$ cat config.mk
export PLATFORM = sky130hd
export DESIGN_NAME = alu_arbiter
export DESIGN_NICKNAME = d
export VERILOG_FILES = /design/src/rtl/alu_arbiter.sv
export SDC_FILE = /design/constraint.sdc
export NUM_CORES = 1
export LEC_CHECK = 0
export CAP_MARGIN = 30
export CORE_ASPECT_RATIO = 2
export CORE_UTILIZATION = 31
export CTS_CLUSTER_SIZE = 25
export DETAILED_ROUTE_END_ITERATION = 16
export HOLD_SLACK_MARGIN = 0.05
export PLACE_DENSITY_LB_ADDON = 0.08
export SYNTH_ARGS = -nofsm -noshare
export SYNTH_HDL_FRONTEND = slang
export SYNTH_SLANG_ARGS = --single-unit
$ cat constraint.sdc
create_clock -name clk -period 2.2 [get_ports clk]
set_clock_uncertainty 0.15 [all_clocks]
set_input_delay 0.22 -clock clk [delete_from_list [all_inputs] [get_ports clk]]
set_output_delay 0.22 -clock clk [all_outputs]
set_load 0.03 [all_outputs]
$ cat src/rtl/alu_arbiter.sv
// Round-robin arbiter sharing one external ALU between NUM_REQ requesters.
// Optional ALU_ARB_LOCK_EN adds req_lock so one owner can hold the ALU across a multi-word chain.
module alu_arbiter #(
  parameter int NUM_REQ = 2,
  parameter int WIDTH   = 16
) (
  input  logic                     clk,
  input  logic                     rst,
  input  logic [NUM_REQ-1:0]       req_valid,
  output logic [NUM_REQ-1:0]       req_ready,
  input  logic [3*NUM_REQ-1:0]     req_op,
  input  logic [WIDTH*NUM_REQ-1:0] req_a,
  input  logic [WIDTH*NUM_REQ-1:0] req_b,
`ifdef ALU_ARB_LOCK_EN
  input  logic [NUM_REQ-1:0]       req_lock,
`endif
  output logic [NUM_REQ-1:0]       rsp_valid,
  output logic [WIDTH-1:0]         rsp_out,
  output logic                     rsp_carry,
  output logic                     rsp_zero,
  output logic [2:0]               alu_op,
  output logic [WIDTH-1:0]         alu_a,
  output logic [WIDTH-1:0]         alu_b,
  input  logic [WIDTH-1:0]         alu_out,
  input  logic                     alu_carry,
  input  logic                     alu_zero
);

  localparam int IDX_W = (NUM_REQ > 1) ? $clog2(NUM_REQ) : 1;

  localparam logic [1:0] IDLE = 2'd0;
  localparam logic [1:0] EXEC = 2'd1;
  localparam logic [1:0] DONE = 2'd2;

  logic [1:0]       state;
  logic [IDX_W-1:0] last_grant;
  logic [IDX_W-1:0] owner;
  logic [2:0]       op_q;
  logic [WIDTH-1:0] a_q;
  logic [WIDTH-1:0] b_q;

  logic             grant_found;
  logic [IDX_W-1:0] grant_idx;
  logic [IDX_W-1:0] cand;

`ifdef ALU_ARB_LOCK_EN
  logic locked;
`endif

  // NOTE: every variable gets a default before the scan so no path leaves it unassigned (no latch).
  always_comb begin
    grant_found = 1'b0;
    grant_idx   = last_grant;
    cand        = '0;
    for (int i = 1; i <= NUM_REQ; i++) begin
      cand = IDX_W'((int'(last_grant) + i) % NUM_REQ);
      if (!grant_found && req_valid[cand]) begin
        grant_found = 1'b1;
        grant_idx   = cand;
      end
    end
`ifdef ALU_ARB_LOCK_EN
    // A locked owner is the only candidate; everyone else waits.
    if (locked) begin
      grant_found = req_valid[owner];
      grant_idx   = owner;
    end
`endif
  end

  always_comb begin
    req_ready = '0;
    if (!rst && state != EXEC && grant_found) req_ready[grant_idx] = 1'b1;
  end

  always_comb begin
    rsp_valid = '0;
    if (!rst && state == DONE) rsp_valid[owner] = 1'b1;
  end

  assign alu_op = op_q;
  assign alu_a  = a_q;
  assign alu_b  = b_q;

  // NOTE: non-blocking assignments for all state so every register samples pre-edge values.
  always_ff @(posedge clk) begin
    if (rst) begin
      state      <= IDLE;
      last_grant <= IDX_W'(NUM_REQ - 1);
      owner      <= '0;
      // NOTE: payload regs are reset because they drive alu_* directly and must read 0 after reset.
      op_q       <= '0;
      a_q        <= '0;
      b_q        <= '0;
      rsp_out    <= '0;
      rsp_carry  <= 1'b0;
      rsp_zero   <= 1'b0;
`ifdef ALU_ARB_LOCK_EN
      locked     <= 1'b0;
`endif
    end else begin
      case (state)
        IDLE, DONE: begin
          if (grant_found) begin
            op_q  <= req_op[3*grant_idx +: 3];
            a_q   <= req_a[WIDTH*grant_idx +: WIDTH];
            b_q   <= req_b[WIDTH*grant_idx +: WIDTH];
            owner <= grant_idx;
            state <= EXEC;
`ifdef ALU_ARB_LOCK_EN
            if (!locked) last_grant <= grant_idx;
            locked <= req_lock[grant_idx];
`else
            last_grant <= grant_idx;
`endif
          end else begin
            state <= IDLE;
          end
        end
        EXEC: begin
          rsp_out   <= alu_out;
          rsp_carry <= alu_carry;
          rsp_zero  <= alu_zero;
          state     <= DONE;
        end
        default: state <= IDLE;
      endcase
    end
  end

endmodule

* Word level (Yosys, flattened, before mapping)
Index checks and enable logic that the tools add are counted.
** Word-level totals
- Bits of input ports :: 92
- Register bits :: 57
- Word-level logic and storage cells :: 51
** Cells by class
- Shift-type cells :: 3
- Muxes and demuxes :: 16
- Multipliers :: 1
- Equality and inequality tests :: 3
- $add $sub $neg :: 2
- Order comparisons :: 6
- Reduce and logical (&&, ||, !) cells :: 11
** Operator list (count)
- 32-bit by 6-bit indexed part select with 16-bit output :: 2
- 1-bit 2-to-1 mux :: 11
- 1-bit by 2-bit less-than comparator with 1-bit output (second input constant) :: 4
- 1-bit logical AND :: 6
- 6-bit by 4-bit indexed part select with 3-bit output :: 1
- 2-bit 2-to-1 mux :: 2
- 2-bit one-hot mux with 2 select lines :: 1
- 2-bit by 1-bit multiplier with 3-bit output (first input constant) :: 1
- 1-bit adder (second input constant) :: 2
- 1-bit demux with 1-bit select :: 2
- 2-bit by 1-bit == test with 1-bit output (second input constant) :: 1
- 2-bit == test (second input constant) :: 1
- 1-bit greater-or-equal comparator (second input constant) :: 2
- 1-bit zero test :: 2
- 2-bit zero test :: 1
- 2-bit by 1-bit inequality test with 1-bit output (second input constant) :: 1
- 2-bit AND reduction :: 1
- 2-bit OR reduction :: 1

* Logic depth before layout (Yosys ltp)
- Depth in word-level cells :: 12
- Depth in mapped cells :: 5

* Least setup slack after synthesis
Ideal clock, no wire load.
- Path kind :: input to output
- From :: input port rst
- To :: output port rsp_valid[1]
- Path slack :: 204 ps
- Cell stages on the path :: 3
- Data arrival time :: 1626 ps
- Buffers on the path :: 2
- Cell sequence :: clkbuf_1 > clkbuf_1 > nor4b_1
** On the way
- Longest elaborated chain between the ends :: 3
** RTL lines
- start: declaration :: RTL line 8 : input logic rst,
- 1-bit zero test :: RTL line 78 : if (!rst && state == DONE) rsp_valid[owner] = 1'b1;
- 1-bit logical AND :: RTL line 78
- 2-bit 2-to-1 mux :: RTL line 78
- end: declaration :: RTL line 17 : output logic [NUM_REQ-1:0] rsp_valid,
No other way between the ends.

* Worst setup path in the final report
- From :: register state[1]
- To :: output port req_ready[1]
** On the way
- Longest elaborated chain between the ends :: 4
** RTL lines
- start: declaration :: RTL line 35 : logic [1:0] state;
- start signal: assignment :: RTL line 88 : state <= IDLE;
- start signal: assignment :: RTL line 109 : state <= EXEC;
- start signal: assignment :: RTL line 117 : state <= IDLE;
- 2-bit by 1-bit inequality test with 1-bit output :: RTL line 73 : if (!rst && state != EXEC && grant_found) req_ready[grant_idx] = 1'b1;
- 1-bit logical AND (2 in a row) :: RTL line 73
- 2-bit 2-to-1 mux :: RTL line 73
- end: declaration :: RTL line 10 : output logic [NUM_REQ-1:0] req_ready,
No other way between the ends.

==> results.toml <==
[clock_tree]
clk_latency_ns = 0.32
clock_path_buffers = 2
cts_tree = "built"
htree_levels = 3
cts_hold_buf = 0
path_clk_slew_ns = 0.05
cts_buffers = 9
cts-root-buf = "clkbuf_16"
cts.sinks = 57

[route]
vias = 2588
route.layer.met1.wl_mm = 3.08
drt_wl_total_mm = 8.17
top_layer = "met4"
wl_met3_um = 447
dr.pass1.iters = 4
ant_nets = 0
routed_via_density = 5.12
met2WireLength_mm = 4.42
routedWlPerCell_um = 16.2
drt_iter0_drc = 131
drcViolationCount = 0

[floorplanning]
core-area_sq_um = 7600
die_h_um = 127
die_w_um = 64.6
die_area_sq_um = 8220
ios = 149
rows = 45
start_util_pct = 32.0

[timing]
slew_headroom_pct = 71.4
hold_slack_ns = 0.235
timing.final.hold_violations = 0
rsz0062_at_grt = "no"
worstMarginPinSlew_ns = 0.429
post-route-period-util_pct = 89.5
timing.final.ws_setup_ns = 0.230
setup_viol = 0
max_freq_mhz = 508
final.setup.tns_ns = 0
min_period_ns = 1.97
final-max-slew-violation-count = 0

[layout]
antennaDiodeCount = 0
nets = 500
area_growth_pct = 73.7
drive_above_1_share_pct = 7.79

[worst_setup_path]
r2r-end = "alu_b[14]$_SDFFE_PP0P_"
crit_arrival_ns = 1.60
start_kind = "flop"
required_ns = 1.83
r2r_start = "last_grant$_SDFFE_PP1P_"
worst-setup-path-type = "reg2out"
crit_fanout = 19
rrSetupSlack_ns = 0.59
cp_cell_sequence = "inv_1 -> a21oi_1 -> buf_4 -> and3b_1 -> buf_4"
slowest_stage = "dfxtp_1"
reg2regPathDepth = 4
critPathTopFamily = "buffers and inverters"
endpoint_kind = "output pin"
slowest_delay_ns = 0.36
crit_path_frequent_cell = "buf_4"
crit_buf_inv = 3

[yosys]
yosys-top-cells-area = "dfxtp_1 47%, a311oi_1 13%, nand3_1 7.4%, a22o_1 6.5%, nor2_1 5.4%"
syn-instance-count = 265
yosysMostFrequentCell = "dfxtp_1"
synth_common_cells = "57 x dfxtp_1, 36 x nand3_1, 35 x a311oi_1, 35 x nor2_1, 25 x o21ai_0"
synth_top_cell_area_share_pct = 46.9
ys_ff_latch = 57
syn_nets = 357
async_reset_ff_share_pct = 0
syn_area_per_cell_sq_um = 9.17
ys.flop_type = "dfxtp_1"
yosysTopAreaCell = "dfxtp_1"
ys_warn_count = 0
synth.yosys.seq_area_share_pct = 46.9
synthesis.area_sq_um = 2430
yosysUniqueCellTypes = 30
synth_edf_count = 0

[power]
powerDensity_nw_per_um2 = 781
ir_drop_mv = 0.403
cellLeakagePower_nw = 1.62

[place]
gp_congestion = 0.776
preCtsSetupSlack_ns = 0.0657
dp_hpwl_mm = 5.80
port_buffers = 148

[global_route]
grt_pass1_wl_mm = 12.9
globalRouteTotalUtil_pct = 21.0
grt_max_degree = 38
grt_pass1_vias = 2630
grt_remaining_overflow = 0
grt_antenna_before_repair = 0

[min_path]
hold_start = "rst"
hp-class = "in2reg"
min_to = "state[1]$_SDFF_PP0_"
hold_depth = 3

[run_status]
status = "finished clean"

[job]
maxCapViolCount = 0
==> per-stage QoR <==
stage | instance area [sq um] | util (%) | std cells | power [mW]
2_1_floorplan | 2430 | - | 265 | 1.67
3_3_place_gp | 3960 | 52.0 | 491 | 2.07
3_5_place_dp | 3960 | 52.0 | 491 | 2.08
4_1_cts | 4220 | 55.5 | 505 | 3.34
5_1_grt | 4220 | 55.6 | 505 | 3.45
6_report | 4220 | 55.6 | 505 | 3.30
==> sequential cells by signal, indices dropped and copies added (netlist names) <==
signal,count
alu_a,16
alu_b,16
rsp_out,16
alu_op,3
state,2
last_grant,1
owner,1
rsp_carry,1
rsp_zero,1
==> kinds of logic after synthesis <==
family                 after synthesis  synth area share (%)
AOI/OAI and AO/OA                   91                  27.4
buffers and inverters               31                  8.29
DFF                                 57                  46.9
and+or+nand+nor                     86                  17.4
==> layout by cell type, fill, tap and decap left out, types with 2 or more instances in the layout <==
| cell | instances |
|---|---|
| a22o_1 | 18 |
| o21ai_1 | 10 |
| nor2_1 | 35 |
| dfxtp_1 | 57 |
| buf_12 | 2 |
| dlymetal6s2s_1 | 2 |
| o21ai_0 | 25 |
| clkbuf_8 | 2 |
| a311oi_1 | 35 |
| nand3_1 | 36 |
| clkbuf_1 | 3 |
| buf_4 | 13 |
| clkdlybuf4s50_1 | 143 |
| a21oi_1 | 2 |
| clkbuf_16 | 9 |
==> worst reg2reg max path: stages, from the launching register on <==
cell and delay, ns:
dfxtp_1 0.41, or2_1 0.15, buf_4 0.36, nand3_1 0.15, a311oi_1 0.29
==> per-layer routing <==
| layer | vias up | global-route usage, % |
|---|---|---|
| li1 | 1286 | - |
| met1 | 1185 | 20.7 |
| met2 | 103 | 38.9 |
| met3 | 14 | 5.54 |
| met4 | 0 | 10.7 |
| met5 | - | 0 |
==> where the power goes <==
part,total [mW],internal (mW),leakage (nW),switching [mW]
clock network,1.25,0.809,0.129,0.438
registers,1.18,1.13,0.471,0.0512
logic,0.869,0.421,1.02,0.448
==> final cells by class <==
class | instances | area [sq um]
inverter | 1 | 3.75
sequential | 57 | 1140
clock buffer | 14 | 264
fill | 721 | 3380
timing repair buffer | 162 | 1610
tap | 94 | 118
multi-input combinational | 177 | 1090
==> what timing repair did <==
item | in CTS | in global routing
setup buffers | 0 | 0
resized for setup | 1 | 2
setup endpoints to repair | 1 | 2
==> how the worst max path moves through the flow <==
stage | from | cells past startpoint | end
global route | state[1]$_SDFF_PP0_ | 5 | req_ready[1]
detailed placement | req_valid[1] | 5 | req_ready[0]
finish | state[1]$_SDFF_PP0_ | 5 | req_ready[1]
global placement | req_valid[1] | 5 | req_ready[0]
CTS | state[1]$_SDFF_PP0_ | 3 | rsp_valid[1]
floorplan | rst | 3 | rsp_valid[1]
(Power assumes the default switching activity.)
